==> src/rtl/uart_rx.sv <==
// 8N1 UART receiver, 16x oversampled, with a hold-until-ack output register.
// Flags framing errors (one-cycle pulse) and overruns (sticky until ack).
module uart_rx #(
    parameter int CLK_FREQ   = 25000000,
    parameter int BAUDRATE   = 9600,
    parameter int OVERSAMPLE = 16
) (
    input  logic       clk_i,
    input  logic       rst_i,
    input  logic       rx_i,
    output logic [7:0] rx_data_o,
    output logic       rx_valid_o,
    input  logic       rx_ack_i,
    output logic       frame_err_o,
    output logic       overrun_o
);

    localparam int TICK_DIV = CLK_FREQ / (BAUDRATE * OVERSAMPLE);
    localparam int TW       = (TICK_DIV > 1) ? $clog2(TICK_DIV) : 1;

    typedef enum logic [1:0] {IDLE, START, DATA, STOP} state_t;

    state_t        state_q, state_d;
    logic [3:0]    s_q, s_d;
    logic [2:0]    b_q, b_d;
    logic [7:0]    sh_q, sh_d;
    logic [TW-1:0] tick_cnt;
    logic          tick, tick_clr;
    logic          rx_p0, rx_s, rx_prev;
    logic          vld_d, vld_p0, ferr_d;

    assign tick = (tick_cnt == TW'(TICK_DIV - 1));

    always_comb begin
        state_d  = state_q;
        s_d      = s_q;
        b_d      = b_q;
        sh_d     = sh_q;
        tick_clr = 1'b0;
        vld_d    = 1'b0;
        ferr_d   = 1'b0;
        case (state_q)
            IDLE: begin
                // Edge-triggered so a line stuck low cannot start back-to-back frames.
                if (rx_prev && !rx_s) begin
                    state_d  = START;
                    s_d      = 4'd0;
                    tick_clr = 1'b1;
                end
            end
            START: begin
                if (tick) begin
                    if (s_q == 4'd7) begin
                        s_d     = 4'd0;
                        b_d     = 3'd0;
                        state_d = rx_s ? IDLE : DATA;
                    end else begin
                        s_d = s_q + 4'd1;
                    end
                end
            end
            DATA: begin
                if (tick) begin
                    if (s_q == 4'd15) begin
                        sh_d = {rx_s, sh_q[7:1]};
                        s_d  = 4'd0;
                        b_d  = b_q + 3'd1;
                        if (b_q == 3'd7) begin
                            state_d = STOP;
                        end
                    end else begin
                        s_d = s_q + 4'd1;
                    end
                end
            end
            STOP: begin
                if (tick) begin
                    if (s_q == 4'd15) begin
                        state_d = IDLE;
                        s_d     = 4'd0;
                        vld_d   = rx_s;
                        ferr_d  = !rx_s;
                    end else begin
                        s_d = s_q + 4'd1;
                    end
                end
            end
            default: state_d = IDLE;
        endcase
    end

    always_ff @(posedge clk_i or posedge rst_i) begin
        if (rst_i) begin
            rx_p0    <= 1'b1;
            rx_s     <= 1'b1;
            rx_prev  <= 1'b1;
            tick_cnt <= '0;
            state_q  <= IDLE;
            s_q      <= 4'd0;
            b_q      <= 3'd0;
        end else begin
            rx_p0    <= rx_i;
            rx_s     <= rx_p0;
            rx_prev  <= rx_s;
            tick_cnt <= (tick_clr || tick) ? '0 : tick_cnt + TW'(1);
            state_q  <= state_d;
            s_q      <= s_d;
            b_q      <= b_d;
        end
    end

    always_ff @(posedge clk_i) begin
        sh_q <= sh_d;
    end

    // Stop-bit sample -> delivery stage: vld_p0 carries the completed shift register.
    always_ff @(posedge clk_i or posedge rst_i) begin
        if (rst_i) begin
            vld_p0      <= 1'b0;
            frame_err_o <= 1'b0;
            rx_data_o   <= 8'h00;
            rx_valid_o  <= 1'b0;
            overrun_o   <= 1'b0;
        end else begin
            vld_p0      <= vld_d;
            frame_err_o <= ferr_d;
            if (vld_p0) begin
                if (!rx_valid_o || rx_ack_i) begin
                    rx_data_o  <= sh_q;
                    rx_valid_o <= 1'b1;
                    if (rx_ack_i) begin
                        overrun_o <= 1'b0;
                    end
                end else begin
                    overrun_o <= 1'b1;
                end
            end else if (rx_ack_i) begin
                rx_valid_o <= 1'b0;
                overrun_o  <= 1'b0;
            end
        end
    end

endmodule
==> config.mk <==
export PLATFORM = sky130hd
export DESIGN_NAME = uart_rx
export DESIGN_NICKNAME = d
export VERILOG_FILES = /design/src/rtl/uart_rx.sv
export SDC_FILE = /design/constraint.sdc
export NUM_CORES = 1
export LEC_CHECK = 0
export BUFFER_PORTS_ARGS = -buffer_cell sky130_fd_sc_hd__buf_2
export CORE_ASPECT_RATIO = 1.1
export CORE_MARGIN = 2
export CORE_UTILIZATION = 45
export DETAILED_ROUTE_END_ITERATION = 10
export PLACE_DENSITY_LB_ADDON = 0.3
export SYNTH_ARGS = -nofsm -noshare
export SYNTH_HDL_FRONTEND = slang
export SYNTH_SLANG_ARGS = --single-unit
==> constraint.sdc <==
create_clock -name clk_i -period 2.15 [get_ports clk_i]
set_clock_uncertainty 0.2 [all_clocks]
set_input_delay 0 -clock clk_i [delete_from_list [all_inputs] [get_ports clk_i]]
set_output_delay 0 -clock clk_i [all_outputs]
set_load 0.02 [all_outputs]
==> flow_summary.ini <==
[placement]
hpwl_um = 2060
dp.cells = 197
place_congestion = 0.859
io_buffers = 14
dp_slack_ns = 0.248

[route]
routed_wirelength_um = 2820
antenna_left = 0
vias = 1065
vias_per_cell = 5.12
wl_per_cell_um = 13.5
drc = 0
drtIter0Drc = 26
drt_first_pass_iters = 4

[synth]
synthFlopType = dfrtp_1
synth_top_area_frac = 0.422
synth_area_um2 = 1720
synthArstFlopShare = 0.800
syn_nets = 140
synthTopCellsByArea = dfrtp_1 42%, edfxtp_1 14%, mux2_2 5.2%
yosysTopAreaCell = dfrtp_1
syn_avg_cell_area_um2 = 13.1
synth_cells = 131
synthDistinctLibCells = 43
yosys_warnings = 0
yosysSeqAreaShare = 0.607
synth_edf_count = 8
ys_ff_latch = 40

[worst_setup_path]
worstSetupPathType = flip-flop to flip-flop
reg2regPathDepth = 6
critPathBufInv = 1
slowest_stage = dfrtp_1
max_stage_delay_ns = 0.41
critPathCaptureType = flip-flop
path_depth = 6
crit_path_start_kind = flip-flop
crit_required_ns = 2.13
cp_max_fo = 4
critical_path.cell_chain = inv_1, ha_1, nand4b_4, nor4_2, a21oi_1, mux2_4
cpLargestDelayFamily = simple AND/OR/NAND/NOR gates
worst_ep_arrival_time_ns = 1.88

[clock_network]
clk_latency_ns = 0.29
clockBufferDepth = 2
h-tree-depth = 2
clock_sinks = 40
cts_setup_buffers = 0
cts_tree = yes
cts-root-buf = clkbuf_8
cts_buffers = 5
clk_pin_slew_ns = 0.08

[final_layout]
final_cell_mix = 29 x dfrtp_1, 14 x buf_2, 13 x nor2_1, 8 x mux2_2, 8 x edfxtp_1
fill_cells = 319
final_core_util = 0.557
mostFrequentLayoutCell = dfrtp_1
final_layout_size_suffix_gt1_frac = 0.291
area_growth_pct = 18.3
antenna_cells = 0
post_layout_nonfiller_instances = 208
num-nets-final = 166

[run_status]
status = complete, no violations

[pwr]
leakagePower_uw = 0.000974
p_total_uw = 1870
vdd_drop_max_mv = 0.519
power.density_nw_per_um2 = 918

[sta]
hold_viol_final = 0
fin_tns_setup_ns = 0
max_freq_mhz = 525
tightest_slew_ns = 0.466
setup-violations-final = 0
timing.final.crit_share = 0.886
slew_viol_final = 0
period_needed_ns = 1.90
setup_slack_ns = 0.246
slew_headroom = 0.687
rsz0062_at_grt = false

[floorplan]
die_y_um = 68.9
die_x_um = 63.0
start_util = 0.471
ios = 15
rows = 23
core_region_area_um2 = 3650
fp.dieArea_um2 = 4340

[global_routing]
antenna_found_initial = 0
grtUsageTotal = 0.141
grt_pass1_vias = 1054
grt_start_max_net_pins = 33
grt_pass1_wl_um = 4710
grt-ovfl-total = 0

[job]
cap_violations = 0

[min_path]
hold_class = input port to asynchronous set/reset pin
[flip-flops by register name (all words and copies together) (netlist names), named ones only]
name	count
rx_data_o	8
sh_q	8
tick_cnt	8
s_q	4
b_q	3
frame_err_o	1
overrun_o	1
rx_p0	1
rx_prev	1
rx_s	1
rx_valid_o	1
state_q	1
vld_p0	1
[layout make-up]
type | count | area [um2] | share of cell area
Sequential cell | 40 | 1040 | 0.513
Tap cell | 50 | 62.6 | 0.0307
Clock buffer | 6 | 72.6 | 0.0356
Timing Repair Buffer | 21 | 130 | 0.0639
Multi-Input combinational cell | 86 | 656 | 0.322
Clock inverter | 2 | 60.1 | 0.0295
Inverter | 3 | 11.3 | 0.00553
[where the power goes]
group / internal (uW) / leakage (uW) / switching, uW
Sequential: 839 / 0.000489 / 89.4
Combinational: 118 / 0.000419 / 122
Clock: 464 / 0.0000654 / 237
Total: 1420 / 0.000974 / 449
[synthesized netlist by cell type, types with 2 or more instances]
library cell,n
a21oi_1,3
nand2b_1,3
inv_1,3
mux2_2,8
edfxtp_1,8
nor2_1,13
o22ai_1,2
nand2_1,7
a22o_1,2
xnor2_1,3
dfstp_2,3
nor3_1,2
buf_2,2
nand3_1,4
and3_1,2
nand4_1,3
dfrtp_1,29
o21ai_0,2
ha_1,5
xor2_1,4
[per-stage QoR]
| stage | area, um2 | hold WS [ns] |
|---|---|---|
| floorplan | 1720 | -0.196 |
| global placement | 1870 | -0.105 |
| detailed placement | 1870 | -0.0994 |
| CTS | 2040 | 0.142 |
| global route | 2040 | 0.150 |
| finish | 2040 | 0.142 |
[routing by layer]
metal | vias up | wire length [um] | global-route usage
met4 | 0 | 29 | 0.0583
met5 | - | 0 | 0
li1 | 521 | - | -
met2 | 15 | 1410 | 0.239
met1 | 526 | 1300 | 0.178
met3 | 3 | 79 | 0.0308
[worst min-delay path, cell delays in order]
cell           delay [ns]
dlygate4sd3_1        0.54
buf_2                0.12
inv_1                0.04
buf_4                0.35
[cells by family after synthesis]
logic type / count (synthesis) / synth area share
AOI/OAI and AO/OA: 16 / 0.0632
xor gates and xnor gates: 7 / 0.0356
adders and majority gates: 5 / 0.0363
buffers and inverters: 5 / 0.0124
DFF: 40 / 0.607
muxes: 10 / 0.0669
and+or+nand+nor: 48 / 0.179
[what timing repair did]
action | in CTS | in global routing
hold buffers | 3 | 0
hold endpoints to repair | 35 | 0
resized for setup | 0 | 0
[path summary, 6_finish.rpt]
kind / start / to / slack, ns
worst max-delay path: tick_cnt[1] / b_q[0] / 0.25
worst max register to register: tick_cnt[1] / b_q[0] / 0.25
worst min-delay path: rst_i / rx_data_o[4] / 0.14
max in group asynchronous: rst_i / rx_prev / 1.27
worst min register to register: rx_p0 / rx_s / 0.16
min in group clk_i: rx_i / rx_p0 / 0.16
Note: power is estimated with default switching activity, not from simulation.
